## src/rtl/pacman_death_seq.sv

```systemverilog
// Pac-Man collision/death sequencer: ghost hit detection, spin animation, lives, respawn, game over.
// Optional post-respawn immunity is compiled in with `define INVULN_EN.
module pacman_death_seq #(
   parameter int unsigned NUM_GHOSTS     = 4,
   parameter int unsigned COORD_W        = 7,
   parameter int unsigned SPIN_FRAMES    = 8,
   parameter int unsigned RESPAWN_FRAMES = 4,
   parameter int unsigned LIVES_INIT     = 3,
   parameter int unsigned LIVES_W        = 3,
   parameter int unsigned INVULN_FRAMES  = 16
) (
   input  logic                             animation_clk,
   input  logic                             reset,
   input  logic [COORD_W-1:0]               pac_x,
   input  logic [COORD_W-1:0]               pac_y,
   input  logic [3:0]                       pac_dir_in,
   input  logic [NUM_GHOSTS*COORD_W-1:0]    ghost_x,
   input  logic [NUM_GHOSTS*COORD_W-1:0]    ghost_y,
   input  logic [NUM_GHOSTS-1:0]            ghost_eatable,
   output logic [3:0]                       pacman_cur_dir,
   output logic                             pacman_dead,
   output logic [LIVES_W-1:0]               lives,
   output logic [NUM_GHOSTS-1:0]            ghost_eaten,
   output logic                             respawn,
   output logic                             game_over,
   output logic                             invulnerable
);

   localparam int unsigned MAX_A      = (SPIN_FRAMES > RESPAWN_FRAMES) ? SPIN_FRAMES : RESPAWN_FRAMES;
   localparam int unsigned MAX_FRAMES = (MAX_A > INVULN_FRAMES) ? MAX_A : INVULN_FRAMES;
   localparam int unsigned CNT_W      = $clog2(MAX_FRAMES + 1);

   typedef enum logic [1:0] {
      ST_ALIVE,
      ST_SPIN,
      ST_RESPAWN,
      ST_OVER
   } state_t;

   state_t                 state_q;
   logic [CNT_W-1:0]       cnt_q;
   logic [3:0]             dir_q;
   logic                   dead_q;
   logic [LIVES_W-1:0]     lives_q;
   logic [NUM_GHOSTS-1:0]  eaten_q;
   logic                   respawn_q;
   logic                   over_q;
   logic                   inv_q;

   logic [NUM_GHOSTS-1:0]  hit_c;
   logic [NUM_GHOSTS-1:0]  eat_c;
   logic                   lethal_c;
   logic                   kill_c;

   // Exact tile match against every ghost channel
   always_comb begin
      hit_c = '0;
      for (int i = 0; i < NUM_GHOSTS; i++) begin
         hit_c[i] = (pac_x == ghost_x[i*COORD_W +: COORD_W]) &&
                    (pac_y == ghost_y[i*COORD_W +: COORD_W]);
      end
   end

   assign eat_c    = hit_c & ghost_eatable;
   assign lethal_c = |(hit_c & ~ghost_eatable);

`ifdef INVULN_EN
   assign kill_c = lethal_c && !inv_q;
`else
   assign kill_c = lethal_c;
`endif

   function automatic logic [3:0] spin_dir(input logic [1:0] phase);
      case (phase)
         2'd0:    spin_dir = 4'b0001;
         2'd1:    spin_dir = 4'b0100;
         2'd2:    spin_dir = 4'b0010;
         default: spin_dir = 4'b1000;
      endcase
   endfunction

   always_ff @(posedge animation_clk) begin
      if (reset) begin
         state_q   <= ST_ALIVE;
         cnt_q     <= '0;
         dir_q     <= 4'b0001;
         dead_q    <= 1'b0;
         lives_q   <= LIVES_W'(LIVES_INIT);
         eaten_q   <= '0;
         respawn_q <= 1'b0;
         over_q    <= 1'b0;
         inv_q     <= 1'b0;
      end else begin
         eaten_q   <= '0;
         respawn_q <= 1'b0;
         case (state_q)
            ST_ALIVE: begin
               dir_q <= pac_dir_in;
`ifdef INVULN_EN
               // Immunity window counts down in ALIVE only
               if (inv_q) begin
                  if (cnt_q == CNT_W'(INVULN_FRAMES - 1)) begin
                     inv_q <= 1'b0;
                     cnt_q <= '0;
                  end else begin
                     cnt_q <= cnt_q + CNT_W'(1);
                  end
               end
`endif
               if (kill_c) begin
                  state_q <= ST_SPIN;
                  cnt_q   <= '0;
                  dead_q  <= 1'b1;
                  lives_q <= (lives_q == '0) ? '0 : lives_q - LIVES_W'(1);
               end else begin
                  eaten_q <= eat_c;
               end
            end
            ST_SPIN: begin
               dir_q <= spin_dir(2'(cnt_q));
               if (cnt_q == CNT_W'(SPIN_FRAMES - 1)) begin
                  cnt_q <= '0;
                  if (lives_q == '0) begin
                     state_q <= ST_OVER;
                     over_q  <= 1'b1;
                  end else begin
                     state_q <= ST_RESPAWN;
                  end
               end else begin
                  cnt_q <= cnt_q + CNT_W'(1);
               end
            end
            ST_RESPAWN: begin
               dir_q <= 4'b0001;
               if (cnt_q == CNT_W'(RESPAWN_FRAMES - 1)) begin
                  cnt_q     <= '0;
                  state_q   <= ST_ALIVE;
                  dead_q    <= 1'b0;
                  respawn_q <= 1'b1;
`ifdef INVULN_EN
                  inv_q     <= 1'b1;
`endif
               end else begin
                  cnt_q <= cnt_q + CNT_W'(1);
               end
            end
            ST_OVER: begin
               dir_q   <= 4'b0001;
               dead_q  <= 1'b1;
               over_q  <= 1'b1;
               lives_q <= '0;
            end
            default: begin
               state_q <= ST_ALIVE;
               cnt_q   <= '0;
            end
         endcase
      end
   end

   assign pacman_cur_dir = dir_q;
   assign pacman_dead    = dead_q;
   assign lives          = lives_q;
   assign ghost_eaten    = eaten_q;
   assign respawn        = respawn_q;
   assign game_over      = over_q;
`ifdef INVULN_EN
   assign invulnerable   = inv_q;
`else
   assign invulnerable   = 1'b0;
   logic unused_inv;
   assign unused_inv     = inv_q;
`endif

endmodule
```

## config.mk

```make
export PLATFORM = sky130hd
export DESIGN_NAME = pacman_death_seq
export DESIGN_NICKNAME = d
export VERILOG_FILES = /design/src/rtl/pacman_death_seq.sv
export SDC_FILE = /design/constraint.sdc
export NUM_CORES = 1
export LEC_CHECK = 0
export CAP_MARGIN = 10
export CORE_UTILIZATION = 44
export DETAILED_ROUTE_END_ITERATION = 12
export GPL_TIMING_DRIVEN = 1
export HOLD_SLACK_MARGIN = 0.15
export PLACE_DENSITY = 0.87
export SYNTH_ARGS = -nofsm -noshare
export SYNTH_HDL_FRONTEND = slang
export SYNTH_SLANG_ARGS = --single-unit
```

## constraint.sdc

```tcl
create_clock -name animation_clk -period 3.8 [get_ports animation_clk]
set_input_delay 0.38 -clock animation_clk [delete_from_list [all_inputs] [get_ports animation_clk]]
set_output_delay 0.38 -clock animation_clk [all_outputs]
set_load 0.02 [all_outputs]
```

==> results.json <==
{
  "pwr-share-comb_pct": 40.9,
  "synth_area_leader_cell": "dfxtp_1",
  "synth_nets": 315,
  "cp_data_arrival_time_ns": 2.93,
  "p_int_w": 0.000452,
  "crit_type": "in -> reg",
  "grt_usage_pct": 25.1,
  "end_kind": "flip-flop",
  "clock_path_buffers": 2,
  "reg2reg_from": "cnt_q[0]",
  "initial_core_util_pct": 46.5,
  "yosys-top-cells-area": "dfxtp_1 (22%), xnor2_1 (18%), xor2_1 (7.4%), ha_1 (5.9%), nand4_1 (3.6%)",
  "clk_pin_slew_ns": 0.08,
  "ant_nets": 0,
  "wl_per_cell_um": 15.1,
  "status": "completed",
  "antenna_found_initial": 0,
  "clock_sinks": 21,
  "switching_share_pct": 30.2,
  "reg2reg_slack_ns": 1.45,
  "worst_pin_slew_ns": 0.703,
  "nets": 403,
  "cts_hold_buf": 0,
  "grt_first_pass_wirelength_um": 8520,
  "critPathLaunch": "pac_x[1]",
  "max_slew_margin_pct": 53.1,
  "gp_congestion": 0.910,
  "wl_um": 5480,
  "yosys.cell_count.top_type": "xnor2_1",
  "path_depth": 7,
  "irDropWorstVdd_mv": 0.136,
  "ios": 95,
  "fp.dieH_um": 67.7,
  "synth_top_cell_area_share_pct": 22.1,
  "syn-cell-area_mm2": 0.00190,
  "crit_family": "simple AND/OR/NAND/NOR gates",
  "p_seq_share_pct": 36.2,
  "fin_crit_sh_pct": 73.1,
  "finalHoldViolCount": 0,
  "synthArstFlopShare_pct": 0,
  "fmax_mhz": 360,
  "grt_pass1_vias": 1867,
  "drtPass1Iterations": 4,
  "hp-class": "reg -> reg",
  "setup_viol": 0,
  "syn_area_per_cell_um2": 8.41,
  "cap_viol_max_count": 0,
  "holdPathStages": 2,
  "yosys-top-cells-count": "xnor2_1 (40), dfxtp_1 (21), xor2_1 (16)",
  "rows": 23,
  "io_buffers": 93,
  "r2r_cells": 7,
  "cts_setup_buffers": 0,
  "postCtsResizedCells": 0,
  "timing.setup.tns_ns": 0,
  "postPlaceCellArea_mm2": 0.00285,
  "synth.yosys.seq_area_share_pct": 22.1,
  "grt_start_max_net_pins": 16,
  "synthCells": 226,
  "fin_skew_ns": 0.00830,
  "report.final.slew_viol_count": 0,
  "clockRootBuffer": "clkbuf_8",
  "clk-insertion-delay-late_ns": 0.26,
  "crit_path_start_kind": "input port",
  "dieWidth_um": 67.7,
  "cp_num_buf_inv": 1,
  "rsz0062_at_grt": "no",
  "power.share.clock_pct": 22.9,
  "p_per_area_mw_per_mm2": 223,
  "p_switching_w": 0.000195,
  "slowest_delay_ns": 0.63,
  "drive_gt1_share_pct": 3.51,
  "cts_buffers": 3,
  "yosys_warnings": 0,
  "synth_seq_cells": 21,
  "drc": 0,
  "r2r_end": "cnt_q[4]",
  "hold_start": "game_over",
  "slowest_stage": "clkdlybuf4s50_1",
  "ys_types": 48,
  "fin_crit_ns": 2.78,
  "required_ns": 3.95,
  "synth_edf_count": 0,
  "dieArea_mm2": 0.00459,
  "finalInstanceArea_mm2": 0.00290,
  "vias_per_cell": 5.28,
  "antennaDiodeCount": 0,
  "cts_tree": "built",
  "area_growth_pct": 52.4,
  "synthFlopType": "dfxtp_1",
  "dp_hpwl_um": 4550,
  "min_to": "game_over",
  "path_cells": "clkdlybuf4s50_1 > xor2_1 > or4_4 > nor4_4 > nor2_2 > a2111oi_4 > mux2_4",
  "leakage_nw": 1.05,
  "drtIter0Drc": 109,
  "grt-ovfl-total": 0,
  "via_count": 1916,
  "crit_path_max_fanout": 5,
  "htree_levels": 1,
  "core_area_mm2": 0.00409
}
[placed cells by master (no fill, tap or decap), types with 4 or more instances in the layout]
cell	count
mux2i_1	5
nand4_1	11
nor3_1	4
dfxtp_1	21
clkdlybuf4s50_1	93
inv_1	11
a21oi_1	8
o21ai_0	5
nor3b_1	4
ha_1	9
nor2_1	12
nand3_1	5
and3_1	5
xnor2_1	40
nor4_1	7
nand2_1	15
xor2_1	16
[state kept, by name (all words and copies together), names as in the netlist]
register and flops:
pacman_cur_dir 4, cnt_q 5, respawn 1, pacman_dead 1, game_over 1, ghost_eaten 4
lives 3, state_q 2
[power groups by stage]
| stage | combinational, W | sequential [W] | clock (W) |
|---|---|---|---|
| 5_1_grt | 0.000284 | 0.000236 | 0.000157 |
| 6_report | 0.000265 | 0.000234 | 0.000148 |
| 4_1_cts | 0.000264 | 0.000234 | 0.000152 |
| 2_1_floorplan | 0.000122 | 0.000249 | 0 |
| 3_5_place_dp | 0.000262 | 0.000240 | 0 |
| 3_3_place_gp | 0.000258 | 0.000239 | 0 |
[through the flow]
step / hold WS, ns / setup slack [ns] / power (W) / cells / utilization, %
floorplan: 0.468 / 1.45 / 0.000371 / 226 / -
global placement: 0.435 / 0.829 / 0.000497 / 359 / 69.7
detailed placement: 0.440 / 0.760 / 0.000502 / 359 / 69.7
CTS: 0.453 / 1.03 / 0.000651 / 363 / 70.9
global route: 0.483 / 0.908 / 0.000678 / 363 / 70.9
finish: 0.448 / 1.02 / 0.000647 / 363 / 70.9
[how the worst max path moves through the flow]
stage | endpoint | slack (ns)
detailed placement | state_q[0] | 0.76
global placement | state_q[0] | 0.83
global route | state_q[0] | 0.91
CTS | state_q[0] | 1.03
finish | state_q[0] | 1.02
floorplan | state_q[0] | 1.45
[worst reg2reg max path, stage by stage, from the launching register on]
cell and delay (ns):
dfxtp_1 0.41, ha_1 0.29, nor4b_1 0.51, nor2b_1 0.23, o21ai_0 0.28, nor4_1 0.10, a221oi_1 0.30, a21oi_1 0.10
[routing by layer]
metal / up-vias / share of wire [%] / wire length (um) / global-route usage [%]
met2: 57 / 48 / 2640 / 41.7
met1: 863 / 44 / 2430 / 32.1
met5: - / 0 / 0 / 0
met4: 0 / 3.4 / 184 / 9.57
li1: 978 / - / - / -
met3: 18 / 4.1 / 224 / 3.89
[cell type report]
class	count	area, um^2
Clock inverter	1	5.00
Multi-Input combinational cell	184	1400
Clock buffer	3	41.3
Inverter	11	41.3
Fill cell	322	1190
Sequential cell	21	420
Timing Repair Buffer	93	931
Tap cell	50	62.6
[kinds of logic (layout without fill, tap and decap cells)]
| kind of cell | after synthesis | in the layout | synth area share, % |
|---|---|---|---|
| AND/OR/NAND/NOR | 82 | 82 | 26.1 |
| AO/OA/AOI/OAI | 30 | 30 | 11.9 |
| multiplexers | 6 | 6 | 3.42 |
| XOR/XNOR | 56 | 56 | 25.8 |
| flip-flops | 21 | 21 | 22.1 |
| other | 1 | 1 | 0.197 |
| adder cells (fa/ha/maj) | 9 | 9 | 5.93 |
| buffers and inverters | 21 | 108 | 4.48 |
Note: power is estimated with default switching activity, not from simulation.
